==> config.mk <==
export PLATFORM = sky130hd
export DESIGN_NAME = sync_fifo_param_flat
export DESIGN_NICKNAME = d
export VERILOG_FILES = /design/src/rtl/sync_fifo_param_if.sv /design/src/rtl/sync_fifo_param.sv /design/src/flat_wrapper.sv
export SDC_FILE = /design/constraint.sdc
export NUM_CORES = 1
export LEC_CHECK = 0
export BUFFER_PORTS_ARGS = -buffer_cell sky130_fd_sc_hd__buf_4
export CAP_MARGIN = 20
export CORE_MARGIN = 5
export CORE_UTILIZATION = 25
export CTS_CLUSTER_SIZE = 28
export DETAILED_ROUTE_END_ITERATION = 7
export HOLD_SLACK_MARGIN = 0.02
export PLACE_DENSITY_LB_ADDON = 0.3
export SYNTH_ARGS = -nofsm -noshare
export SYNTH_HDL_FRONTEND = slang
export SYNTH_SLANG_ARGS = --single-unit
==> constraint.sdc <==
create_clock -name clk -period 7.8 [get_ports clk]
set_clock_uncertainty 0.1 [all_clocks]
set_input_delay 0.39 -clock clk [delete_from_list [all_inputs] [get_ports clk]]
set_output_delay 0.39 -clock clk [all_outputs]
set_load 0.03 [all_outputs]
==> src/rtl/sync_fifo_param_if.sv <==
// Handshake bundle between a producer/consumer pair and sync_fifo_param.
// The master side drives requests; the slave (the FIFO) returns data, status and errors.
interface sync_fifo_param_if #(
  parameter int DATA_W = 16,
  parameter int DEPTH  = 64
);
  localparam int AW = $clog2(DEPTH);

  logic              wr_en;
  logic [DATA_W-1:0] data_in;
  logic              rd_en;
  logic              err_clr;
  logic [DATA_W-1:0] data_out;
  logic              rd_valid;
  logic              full_flag;
  logic              empty_flag;
  logic              almost_full;
  logic              almost_empty;
  logic [AW:0]       fifo_count;
  logic              overflow_err;
  logic              underflow_err;

  modport master (
    output wr_en, data_in, rd_en, err_clr,
    input  data_out, rd_valid, full_flag, empty_flag, almost_full, almost_empty,
           fifo_count, overflow_err, underflow_err
  );

  modport slave (
    input  wr_en, data_in, rd_en, err_clr,
    output data_out, rd_valid, full_flag, empty_flag, almost_full, almost_empty,
           fifo_count, overflow_err, underflow_err
  );
endinterface

==> src/rtl/sync_fifo_param.sv <==
// Parametrised single-clock FIFO with standard or first-word-fall-through read,
// programmable almost-full/almost-empty thresholds and sticky overflow/underflow flags.
module sync_fifo_param #(
  parameter int DATA_W    = 16,
  parameter int DEPTH     = 64,
  parameter int FWFT      = 0,
  parameter int AF_THRESH = 60,
  parameter int AE_THRESH = 4
) (
  input  logic             clk,
  input  logic             rst,
  sync_fifo_param_if.slave f
);
  localparam int AW = $clog2(DEPTH);
  localparam int CW = AW + 1;
  localparam logic [CW-1:0] DEPTH_C = CW'(DEPTH);
  localparam logic [CW-1:0] AF_C    = CW'(AF_THRESH);
  localparam logic [CW-1:0] AE_C    = CW'(AE_THRESH);

  logic [DATA_W-1:0] mem_q [DEPTH];
  logic [AW-1:0]     wr_ptr_q, wr_ptr_d;
  logic [AW-1:0]     rd_ptr_q, rd_ptr_d;
  logic [CW-1:0]     count_q, count_d;
  logic              ovf_q, ovf_d;
  logic              udf_q, udf_d;
  logic              full, empty, wr_acc, rd_acc;

  assign full   = (count_q == DEPTH_C);
  assign empty  = (count_q == '0);
  assign wr_acc = f.wr_en & ~full;
  assign rd_acc = f.rd_en & ~empty;

  // NOTE: every always_comb output gets a default first, so no path leaves it unassigned and no latch is inferred.
  always_comb begin
    wr_ptr_d = wr_ptr_q;
    rd_ptr_d = rd_ptr_q;
    count_d  = count_q;
    ovf_d    = ovf_q;
    udf_d    = udf_q;
    if (wr_acc) wr_ptr_d = wr_ptr_q + AW'(1);
    if (rd_acc) rd_ptr_d = rd_ptr_q + AW'(1);
    if (wr_acc && !rd_acc)      count_d = count_q + CW'(1);
    else if (rd_acc && !wr_acc) count_d = count_q - CW'(1);
    // A fresh error event in the same cycle overrides the clear.
    if (f.err_clr) begin
      ovf_d = 1'b0;
      udf_d = 1'b0;
    end
    if (f.wr_en && full)  ovf_d = 1'b1;
    if (f.rd_en && empty) udf_d = 1'b1;
  end

  // NOTE: sequential state uses non-blocking assignments so all flops update together at the edge.
  always_ff @(posedge clk) begin
    if (rst) begin
      wr_ptr_q <= '0;
      rd_ptr_q <= '0;
      count_q  <= '0;
      ovf_q    <= 1'b0;
      udf_q    <= 1'b0;
    end else begin
      wr_ptr_q <= wr_ptr_d;
      rd_ptr_q <= rd_ptr_d;
      count_q  <= count_d;
      ovf_q    <= ovf_d;
      udf_q    <= udf_d;
    end
  end

  // NOTE: the storage array has no reset; pointers and count define validity, and this keeps it mappable to RAM.
  always_ff @(posedge clk) begin
    if (!rst && wr_acc) mem_q[wr_ptr_q] <= f.data_in;
  end

  if (FWFT == 0) begin : g_std
    logic [DATA_W-1:0] data_out_q, data_out_d;
    logic              rd_valid_q, rd_valid_d;

    always_comb begin
      data_out_d = data_out_q;
      rd_valid_d = rd_acc;
      if (rd_acc) data_out_d = mem_q[rd_ptr_q];
    end

    always_ff @(posedge clk) begin
      if (rst) begin
        data_out_q <= '0;
        rd_valid_q <= 1'b0;
      end else begin
        data_out_q <= data_out_d;
        rd_valid_q <= rd_valid_d;
      end
    end

    assign f.data_out = data_out_q;
    assign f.rd_valid = rd_valid_q;
  end else begin : g_fwft
    // Head word is shown straight from the array once it has been written.
    assign f.data_out = empty ? '0 : mem_q[rd_ptr_q];
    assign f.rd_valid = ~empty;
  end

  assign f.full_flag     = full;
  assign f.empty_flag    = empty;
  assign f.almost_full   = (count_q >= AF_C);
  assign f.almost_empty  = (count_q <= AE_C);
  assign f.fifo_count    = count_q;
  assign f.overflow_err  = ovf_q;
  assign f.underflow_err = udf_q;
endmodule

==> src/flat_wrapper.sv <==
// flat-port wrapper written by rule: the top's interface ports become plain ports
module sync_fifo_param_flat 
#(
  parameter int DATA_W    = 16,
  parameter int DEPTH     = 64,
  parameter int FWFT      = 0,
  parameter int AF_THRESH = 60,
  parameter int AE_THRESH = 4
)
  (clk, rst, f_wr_en, f_data_in, f_rd_en, f_err_clr, f_data_out, f_rd_valid, f_full_flag, f_empty_flag, f_almost_full, f_almost_empty, f_fifo_count, f_overflow_err, f_underflow_err);
  sync_fifo_param_if #(.DATA_W(DATA_W), .DEPTH(DEPTH)) f_i ();
  input  logic clk;
  input  logic rst;
  input wire logic [$bits(f_i.wr_en)-1:0] f_wr_en;
  input wire logic [$bits(f_i.data_in)-1:0] f_data_in;
  input wire logic [$bits(f_i.rd_en)-1:0] f_rd_en;
  input wire logic [$bits(f_i.err_clr)-1:0] f_err_clr;
  output wire logic [$bits(f_i.data_out)-1:0] f_data_out;
  output wire logic [$bits(f_i.rd_valid)-1:0] f_rd_valid;
  output wire logic [$bits(f_i.full_flag)-1:0] f_full_flag;
  output wire logic [$bits(f_i.empty_flag)-1:0] f_empty_flag;
  output wire logic [$bits(f_i.almost_full)-1:0] f_almost_full;
  output wire logic [$bits(f_i.almost_empty)-1:0] f_almost_empty;
  output wire logic [$bits(f_i.fifo_count)-1:0] f_fifo_count;
  output wire logic [$bits(f_i.overflow_err)-1:0] f_overflow_err;
  output wire logic [$bits(f_i.underflow_err)-1:0] f_underflow_err;
  assign f_i.wr_en = f_wr_en;
  assign f_i.data_in = f_data_in;
  assign f_i.rd_en = f_rd_en;
  assign f_i.err_clr = f_err_clr;
  assign f_data_out = f_i.data_out;
  assign f_rd_valid = f_i.rd_valid;
  assign f_full_flag = f_i.full_flag;
  assign f_empty_flag = f_i.empty_flag;
  assign f_almost_full = f_i.almost_full;
  assign f_almost_empty = f_i.almost_empty;
  assign f_fifo_count = f_i.fifo_count;
  assign f_overflow_err = f_i.overflow_err;
  assign f_underflow_err = f_i.underflow_err;
  sync_fifo_param #(.DATA_W(DATA_W), .DEPTH(DEPTH), .FWFT(FWFT), .AF_THRESH(AF_THRESH), .AE_THRESH(AE_THRESH)) u_core (.clk(clk), .rst(rst), .f(f_i));
endmodule
Yosys cells after proc, flatten, opt, wreduce, memory -nomap -nowiden
Memories as Yosys holds them, arrays and structs flattened. A register that Yosys moved wholly into a read port is not among the register bits.
Cells that the tools add are included.
W data, S select, Z words.

cells by class
  mux-type cells = 7
  equality and inequality tests = 1
  $lt $le $gt $ge = 2
  reduce and logical (&&, ||, !) cells = 12
  add/sub/neg operators = 4
  bitwise gates (word level) = 4

operators by type and width
  kind                   number
  $mux W7                2
  $add A6 B1 Y6 const B  2
  $add A7 B1 Y7 const B  1
  $eq A7 B7 Y1 const B   1
  $ge A7 B6 Y1 const B   1
  $le A7 B3 Y1 const B   1
  $logic_not A7 Y1       1
  $sub A7 B1 Y7 const B  1
  $reduce_bool A2 Y1     3
  $logic_and A1 B1 Y1    5
  $mux W1                5
  $logic_not A1 Y1       3
  $and A1 B1 Y1          2
  $not A1 Y1             2

storage, ports and cells
  logic and storage cells = 37
  input bits = 21
  RAM bits = 1,024
  output and inout bits = 30
  memories kept = 1
  bits in registers = 22

memories
  memory        words  bits a word  rd ports  clocked after memory_dff  write ports  line                   text
  u_core.mem_q  64     16           1         1                         1            sync_fifo_param.sv:20  logic [DATA_W-1:0] mem_q [DEPTH];

Depth between registers and ports, before layout
Gate-level depths: netlist (run 1).

  word-level depth = 7
  depth in mapped cells = 12
  depth with buffers taken out = 11

Worst setup path after synthesis (run 1)
Ideal clock, no wire load.

  path type = register -> register
  from = register u_core.count_q[0], in the netlist u_core.f.fifo_count[0]
  to = register u_core.count_q[6], in the netlist u_core.f.fifo_count[6]
  setup slack = 3.995 ns
  data required time = 7.579 ns
  library setup time = 0.121 ns
  clock period less this slack = 3.805 ns
  path buffers = 1
  arrival = 3.584 ns
  stages on the path, launching flop included = 13
  path through = dfxtp_1 or4_4 o21a_2 inv_2 clkbuf_1 ha_1 inv_1 fa_1 a21o_1 a21oi_1 nor3_1 a2111oi_0 mux2_2

on the way
  word-level cells in the longest chain between the ends = 6
  elaborated cells between the ends (all ways) = 15
  those cells by class = 2 x add/sub; 1 x eq/ne; 2 x mux; 4 x bitwise; 6 x reduce/logical

ends and longest elaborated chain
  what                                                                   line                   text
  start, declared                                                        sync_fifo_param.sv:23  logic [CW-1:0] count_q, count_d;
  start signal, assigned                                                 sync_fifo_param.sv:64  count_q <= count_d;
  parallel branches: the longest is 6 deep, another holds $sub A7 B1 Y7  n/a

Parallel ways; which one is timed is not known. The select of a mux whose other input is x is not followed.
A chain may end at the register's enable or synchronous reset.

==> qor.yml, run 1 <==
run_status:
  status: "finished clean"
sta:
  setup_viol: 0
  worst_slew_margin_rel_pct: 24.4
  timing.fmax_mhz: 232
  fin_hold_ws_ns: 0.172
  tightestPinTransition_ns: 1.12
  final_max_slew_viol_count: 0
  fin_setup_tns_ns: 0
  timing_hold_violations_final: 0
  finalCriticalPeriod_ns: 4.31
  timing.final.crit_share_pct: 55.3
  grt_setup_unrepaired: "false"
pwr:
  power_per_cell_area_nw_per_um2: 284
  irDropWorstVdd_mv: 0.214
  power.static_leakage_nw: 14.5
yosys:
  synth.lib_cells_used.distinct: 52
  netlist.area_leader.share_pct: 74.3
  post_synth_xor_area_fraction_pct: 0.275
  cells_taking_the_most_area_after_synthesis: "sky130_fd_sc_hd__edfxtp_1, sky130_fd_sc_hd__mux2i_1, sky130_fd_sc_hd__mux4_2"
  syn_avg_cell_area_sq_um: 18.8
  synth.most_common_cell: "sky130_fd_sc_hd__edfxtp_1"
  synthMuxAreaShare_pct: 13.9
  asyncSetResetFlopFracSynth_pct: 0
  ys.flop_type: "sky130_fd_sc_hd__edfxtp_1"
  compound_cell_area_share_of_the_yosys_netlist_pct: 4.04
  synth_top_family_by_area: "multiplexers"
  synth_sequential_area_ratio_pct: 76.2
  ys_ff_latch: 1062
  count_of_flip_flops_with_a_built_in_enable_after_synthesis: 1024
  synth_adder_area_share_pct: 0.321
  synth_fp_nets: 2236
  synth_warnings: 0
  synth_common_cells: "sky130_fd_sc_hd__edfxtp_1, sky130_fd_sc_hd__mux2i_1, sky130_fd_sc_hd__nor2_1, sky130_fd_sc_hd__mux4_2, sky130_fd_sc_hd__o22ai_1"
  yosys.area.top_type: "sky130_fd_sc_hd__edfxtp_1"
  synthesis.instances: 2205
  syn_area_sq_um: 41400
  synth_simple_gate_area_share_pct: 3.58
clocking:
  cts-root-buf: "sky130_fd_sc_hd__clkbuf_16"
  cts_num_sinks: 1062
  cts.reportedPaths.clkPinSlew_ns: 0.06
  h-tree-depth: 3
  tritoncts: "done"
  cts-buffers-inserted: 109
  cts_setup_buffers: 0
  worstSkewPairLatency_ns: 0.69
  cts-root-to-sink-buffers: 3
  cts-resized-gates: 0
min_path:
  whs_endpoint: "u_core.mem_q[41][3]"
  holdCritPathClass: "input pin to flop"
  worst_hold_path.num_cells: 1
  holdCritStartpoint: "f_data_in[3]"
detailed_routing:
  post_route_drc_violation_count: 0
  drt_pre_antenna_iters: 5
  drtIter0Drc: 2023
  drt-vias-per-instance: 4.57
  met3RoutedLength_um: 7560
  detailroute.wirelength.met2_um: 54500
  post_drt_wl_per_cell_um: 25.1
  via_count: 21100
  routedLengthMet1_um: 50900
  top_routing_layer_in_use: "met5"
  drt_wl_total_um: 116000
  ant_nets: 0
critical_path:
  critPathRequiredTime_ns: 8.27
  setup.worst_path.start_class: "flop"
  worst_setup_slack_for_register_to_register_paths_ns: 3.49
  worstPathMaxFanout: 105
  worst-r2r-cell-count: 7
  setup.worst_path.class: "flop to flop"
  setup.worst_path.end_class: "flop"
  critical_path.reg2reg.endpoint: "u_core.f.data_out[6]"
  timing.rr.start: "u_core.rd_ptr_q[2]"
  timing.critical_path.arrival_ns: 4.78
global_route:
  via_count_of_the_first_global_routing_pass: 21000
  grt_max_degree: 106
  grt.total_usage_pct: 13.0
  initial_antenna_violation_count: 10
  grt.overflow.total: 0
  grt_pass1_wl_um: 164000
cells_and_area:
  layout_area_growth_over_synthesis_pct: 16.7
  filler_cell_count: 16200
  final_net_count: 2375
  layout-drive-gt1-share_pct: 19.4
  final_util_pct: 29.3
floorplanning:
  ios: 51
  die_area_sq_um: 174000
  std_cell_rows: 149
  die_y_um: 417
  core_sq_um: 165000
  die_width_um: 417
  effective_utilization_at_floorplan_pct: 25.1
place:
  io_buffers: 50
  detailedPlacementHpwl_um: 69500
  gp_congestion: 0.791
flow_run:
  cap_viol_max_count: 0
==> logic make-up (layout without fill, tap and decap cells) <==
| kind of cell | count (synthesis) | after routing |
|---|---|---|
| AOI/OAI and AO/OA | 240 | 240 |
| and+or+nand+nor | 316 | 316 |
| xor gates and xnor gates | 13 | 13 |
| adders and majority gates | 10 | 10 |
| other | 0 | 2 |
| DFF | 1062 | 1062 |
| buffers and inverters | 130 | 362 |
| muxes | 434 | 434 |
==> worst max-delay path: stages, from the launching register on <==
cell	delay (ns)
sky130_fd_sc_hd__dfxtp_4	0.68
sky130_fd_sc_hd__buf_12	0.54
sky130_fd_sc_hd__or3b_2	0.42
sky130_fd_sc_hd__buf_4	0.52
sky130_fd_sc_hd__o22ai_1	0.16
sky130_fd_sc_hd__a2111oi_2	0.96
sky130_fd_sc_hd__a211oi_1	0.20
sky130_fd_sc_hd__a311o_1	0.38
==> cell usage in the layout (no fill, tap or decap), types with 4 or more instances in the layout <==
cell type	instances
sky130_fd_sc_hd__a2111oi_2	10
sky130_fd_sc_hd__a211oi_1	23
sky130_fd_sc_hd__a21oi_1	22
sky130_fd_sc_hd__a22o_1	17
sky130_fd_sc_hd__a311o_1	16
sky130_fd_sc_hd__and3_1	15
sky130_fd_sc_hd__buf_4	133
sky130_fd_sc_hd__buf_8	8
sky130_fd_sc_hd__bufinv_16	10
sky130_fd_sc_hd__clkbuf_1	19
sky130_fd_sc_hd__clkbuf_16	109
sky130_fd_sc_hd__clkinv_1	26
sky130_fd_sc_hd__clkinv_2	27
sky130_fd_sc_hd__clkinvlp_4	5
sky130_fd_sc_hd__dfxtp_1	34
sky130_fd_sc_hd__dlygate4sd3_1	7
sky130_fd_sc_hd__edfxtp_1	1024
sky130_fd_sc_hd__ha_1	9
sky130_fd_sc_hd__inv_1	4
sky130_fd_sc_hd__inv_6	5
sky130_fd_sc_hd__mux2i_1	320
sky130_fd_sc_hd__mux4_2	113
sky130_fd_sc_hd__nand2_1	25
sky130_fd_sc_hd__nand3_1	13
sky130_fd_sc_hd__nand3b_1	8
sky130_fd_sc_hd__nor2_1	154
sky130_fd_sc_hd__nor2_2	17
sky130_fd_sc_hd__nor2b_1	5
sky130_fd_sc_hd__nor3_1	33
sky130_fd_sc_hd__nor4_1	15
sky130_fd_sc_hd__nor4_2	7
sky130_fd_sc_hd__o21ai_0	44
sky130_fd_sc_hd__o221ai_1	6
sky130_fd_sc_hd__o22ai_1	91
sky130_fd_sc_hd__or3_1	5
sky130_fd_sc_hd__or3b_2	6
sky130_fd_sc_hd__xnor2_1	5
sky130_fd_sc_hd__xor2_1	8
==> per-stage QoR <==
stage	cells	setup slack, ns	cell area (sq um)	total power [mW]
3_5_place_dp	4410	3.54	44700	8.78
5_1_grt	4627	3.27	48300	14.2
2_1_floorplan	2205	4.00	41400	8.02
3_3_place_gp	4401	3.52	44600	8.78
4_1_cts	4621	3.52	48200	13.9
6_report	4628	3.49	48300	13.7
==> registers in the layout, summed over array words and instances, names as in the netlist <==
register	flops
u_core.mem_q	1024
u_core.f.data_out	16
u_core.f.fifo_count	7
u_core.rd_ptr_q	6
u_core.wr_ptr_q	6
u_core.f.overflow_err	1
u_core.f.rd_valid	1
u_core.f.underflow_err	1
==> cell type report <==
cell class / count / area [sq um] / share of cell area (%)
inverter: 5 / 18.8 / 0.0389
clock buffer: 128 / 2800 / 5.80
timing repair buffer: 153 / 1280 / 2.66
tap: 2189 / 2740 / 5.67
sequential: 1062 / 31500 / 65.3
clock inverter: 76 / 656 / 1.36
multi-input combinational: 1013 / 9250 / 19.2
antenna: 2 / 5.00 / 0.0104
==> worst max-delay path by stage <==
stage / from / end / cells past startpoint
6_report: u_core.rd_ptr_q[2] / u_core.f.data_out[6] / 7
5_1_grt: u_core.f.fifo_count[0] / u_core.f.fifo_count[6] / 11
4_1_cts: u_core.rd_ptr_q[2] / u_core.f.data_out[6] / 7
3_5_place_dp: u_core.rd_ptr_q[2] / u_core.f.data_out[6] / 7
3_3_place_gp: u_core.rd_ptr_q[2] / u_core.f.data_out[6] / 7
2_1_floorplan: u_core.f.fifo_count[0] / u_core.f.fifo_count[6] / 12
==> repair_timing <==
| action | 4_1_cts | 5_1_grt |
|---|---|---|
| endpoints found under the hold margin | 18 | 0 |
| hold buffers | 7 | 0 |
| setup endpoints to repair | 0 | 0 |
==> per-layer routing <==
layer | global-route usage, % | vias to the layer above
li1 | - | 9218
met1 | 17.8 | 11100
met2 | 20.8 | 598
met3 | 3.16 | 171
met4 | 3.76 | 4
met5 | 0 | -
==> power by group <==
group          internal (mW)  switching [mW]  total (mW)  leakage [nW]
Sequential              6.32           0.154        6.47          9.52
Combinational          0.874            1.28        2.16          3.32
Clock                   2.89            2.19        5.08          1.69
(Power assumes the default switching activity.)
==> run 2, diff against run 1 <==
==> constraint.sdc (replaced) <==
create_clock -name clk -period 4.4 [get_ports clk]
set_clock_uncertainty 0.1 [all_clocks]
set_input_delay 0.22 -clock clk [delete_from_list [all_inputs] [get_ports clk]]
set_output_delay 0.22 -clock clk [all_outputs]
set_load 0.03 [all_outputs]
==> qor.yml, run 2 (synthesized netlist as in run 1, its figures left out) <==
clocking:
  h-tree-depth: 3  # unchanged
  cts-root-to-sink-buffers: 3  # unchanged
  cts_setup_buffers: 0  # unchanged
  tritoncts: "done"  # unchanged
  cts.reportedPaths.clkPinSlew_ns: 0.06  # about the same
  cts-root-buf: "sky130_fd_sc_hd__clkbuf_16"  # unchanged
  worstSkewPairLatency_ns: 0.70  # was 0.69 ns
  cts-buffers-inserted: 110  # was 109
  cts_num_sinks: 1062  # unchanged
place:
  io_buffers: 50  # unchanged
  place_inst: 4454  # was 4410
  gp_congestion: 0.772  # was 0.791
  detailedPlacementHpwl_um: 65700  # was 69500 um
  dpl_worst_slack_ns: 0.683  # was 3.54 ns
  placement.cell_area_sq_um: 45000  # was 44700 sq um
critical_path:
  critical_path.reg2reg.endpoint: "u_core.f.fifo_count[6]"  # was u_core.f.data_out[6]
  setup.worst_path.class: "flop to flop"  # unchanged
  worstPathMaxFanout: 7  # was 105
  timing.rr.start: "u_core.f.fifo_count[0]"  # was u_core.rd_ptr_q[2]
  worst-r2r-cell-count: 11  # was 7
  critPathRequiredTime_ns: 4.88  # was 8.27 ns
  worst_setup_slack_for_register_to_register_paths_ns: 0.72  # was 3.49 ns
  setup.worst_path.end_class: "flop"  # unchanged
  setup.worst_path.start_class: "flop"  # unchanged
  timing.critical_path.arrival_ns: 4.17  # was 4.78 ns
floorplanning:
  ios: 51  # unchanged
  effective_utilization_at_floorplan_pct: 25.1  # unchanged
  core_sq_um: 165000  # unchanged
  die_area_sq_um: 174000  # unchanged
  std_cell_rows: 149  # unchanged
  die_y_um: 417  # unchanged
  die_width_um: 417  # unchanged
global_route:
  grt_pass1_wl_um: 158000  # was 164000 um
  via_count_of_the_first_global_routing_pass: 20900  # was 21000
  initial_antenna_violation_count: 8  # was 10
  grt.overflow.total: 0  # unchanged
  grt.total_usage_pct: 12.4  # was 13.0%
  grt_max_degree: 65  # was 106
sta:
  grt_setup_unrepaired: "false"  # unchanged
  finalCriticalPeriod_ns: 3.68  # was 4.31 ns
  timing.fmax_mhz: 271  # was 232 MHz
  fin_setup_tns_ns: 0  # unchanged
  timing_hold_violations_final: 0  # unchanged
  final.setup.worst_slack_ns: 0.716  # was 3.49 ns
  tightestPinTransition_ns: 1.09  # was 1.12 ns
  setup_viol: 0  # unchanged
  final_max_slew_viol_count: 0  # unchanged
  worst_slew_margin_rel_pct: 26.8  # was 24.4%
  timing.final.crit_share_pct: 83.7  # was 55.3%
min_path:
  worst_hold_path.num_cells: 1  # unchanged
  whs_endpoint: "u_core.mem_q[39][11]"  # was u_core.mem_q[41][3]
  holdCritPathClass: "input pin to flop"  # unchanged
  holdCritStartpoint: "f_data_in[11]"  # was f_data_in[3]
cells_and_area:
  layout_area_growth_over_synthesis_pct: 17.9  # was 16.7%
  largest_reg_flops: 1024  # unchanged
  final_util_pct: 29.6  # was 29.3%
  layout-drive-gt1-share_pct: 20.3  # was 19.4%
  combined_area_of_the_multi_input_logic_cells_sq_um: 9210  # was 9250 sq um
  filler_cell_count: 16200  # about the same
  final_common_cell: "sky130_fd_sc_hd__edfxtp_1"  # unchanged
  finalInstanceArea_sq_um: 48800  # was 48300 sq um
  final_net_count: 2420  # was 2375
  layout_common_cells: "sky130_fd_sc_hd__edfxtp_1, sky130_fd_sc_hd__mux2i_1, sky130_fd_sc_hd__buf_4, sky130_fd_sc_hd__nor2_1, sky130_fd_sc_hd__mux4_2"  # was sky130_fd_sc_hd__edfxtp_1, sky130_fd_sc_hd__mux2i_1, sky130_fd_sc_hd__nor2_1, sky130_fd_sc_hd__buf_4, sky130_fd_sc_hd__mux4_2
  seqCellArea_sq_um: 31500  # unchanged
  registers.top_by_ff_count: "u_core.mem_q"  # unchanged
  final_cell_count_no_fill: 4677  # was 4628
detailed_routing:
  post_route_drc_violation_count: 0  # unchanged
  drt_wl_total_um: 111000  # was 116000 um
  drt-vias-per-instance: 4.55  # was 4.57
  drtIter0Drc: 1907  # was 2023
  post_drt_wl_per_cell_um: 23.6  # was 25.1 um
  ant_nets: 0  # unchanged
  drt_pre_antenna_iters: 5  # unchanged
  via_count: 21300  # was 21100
pwr:
  power_per_cell_area_nw_per_um2: 503  # was 284 nW/um^2
  irDropWorstVdd_mv: 0.284  # was 0.214 mV
  power.static_leakage_nw: 14.8  # was 14.5 nW
flow_run:
  cap_viol_max_count: 0  # unchanged
run_status:
  status: "finished clean"  # unchanged
run 2: cell types whose count changed in the layout (fill, tap and decap cells not counted), moves of 3 or more:
| cell | before | now |
|---|---|---|
| sky130_fd_sc_hd__bufinv_16 | 10 | 13 |
| sky130_fd_sc_hd__inv_6 | 5 | 2 |
| sky130_fd_sc_hd__clkinv_2 | 27 | 23 |
| sky130_fd_sc_hd__clkbuf_1 | 19 | 22 |
| sky130_fd_sc_hd__buf_12 | 3 | 7 |
| sky130_fd_sc_hd__nor4_1 | 15 | 20 |
| sky130_fd_sc_hd__clkbuf_16 | 109 | 112 |
| sky130_fd_sc_hd__nor4_2 | 7 | 2 |
| sky130_fd_sc_hd__buf_8 | 8 | 4 |
| sky130_fd_sc_hd__dlygate4sd3_1 | 7 | 12 |
| sky130_fd_sc_hd__buf_4 | 133 | 174 |
run 2: worst max path at each step:
| stage | endpoint | startpoint |
|---|---|---|
| 6_report | u_core.f.fifo_count[6] | u_core.f.fifo_count[0] |
| 5_1_grt | u_core.f.fifo_count[6] | u_core.f.fifo_count[0] |
| 4_1_cts | u_core.f.fifo_count[6] | u_core.f.fifo_count[0] |
| 3_5_place_dp | u_core.f.fifo_count[6] | u_core.f.fifo_count[0] |
| 3_3_place_gp | u_core.f.fifo_count[6] | u_core.f.fifo_count[0] |
| 2_1_floorplan | u_core.f.fifo_count[6] | u_core.f.fifo_count[0] |
run 2: cell type report:
type | count | area share, %
flip-flops and latches | 1062 | 64.6
clock inverters | 72 | 1.51
multi-input cells | 1013 | 18.9
inverters | 5 | 0.0385
well taps | 2189 | 5.62
clock buffers | 135 | 5.94
diodes | 4 | 0.0205
repair buffers | 197 | 3.34
run 2: through the flow:
step,hold slack (ns),power (mW)
detailed placement,0.369,15.4
CTS,0.0283,24.8
global route,0.0563,25.5
floorplan,0.219,14.2
global placement,0.368,15.4
finish,0.0197,24.5
run 2: report_power, final:
| part | internal [mW] | switching [mW] |
|---|---|---|
| Sequential | 11.2 | 0.202 |
| Clock | 5.45 | 3.91 |
| Combinational | 1.60 | 2.17 |
run 2: layer usage:
layer / part of all wire, % / vias to the layer above / track usage (%)
li1: - / 9316 / -
met1: 46 / 11200 / 17.8
met2: 46 / 566 / 18.9
met3: 5.6 / 153 / 2.23
met4: 3.1 / 10 / 4.31
met5: 0.055 / - / 0
run 2: timing repair:
action	in CTS	in global routing
resized for setup	0	0
endpoints found under the hold margin	137	0
hold buffers	12	0
run 2: worst max-delay path: stages, from the launching register on:
cell and delay [ns]:
sky130_fd_sc_hd__dfxtp_1 0.38, sky130_fd_sc_hd__or4_4 0.58, sky130_fd_sc_hd__o21a_2 0.30, sky130_fd_sc_hd__inv_2 0.08, sky130_fd_sc_hd__ha_1 0.19, sky130_fd_sc_hd__inv_1 0.15, sky130_fd_sc_hd__fa_1 0.43, sky130_fd_sc_hd__a21o_1 0.18
sky130_fd_sc_hd__a21oi_1 0.26, sky130_fd_sc_hd__nor3_1 0.09, sky130_fd_sc_hd__a2111oi_0 0.45, sky130_fd_sc_hd__mux2_2 0.38
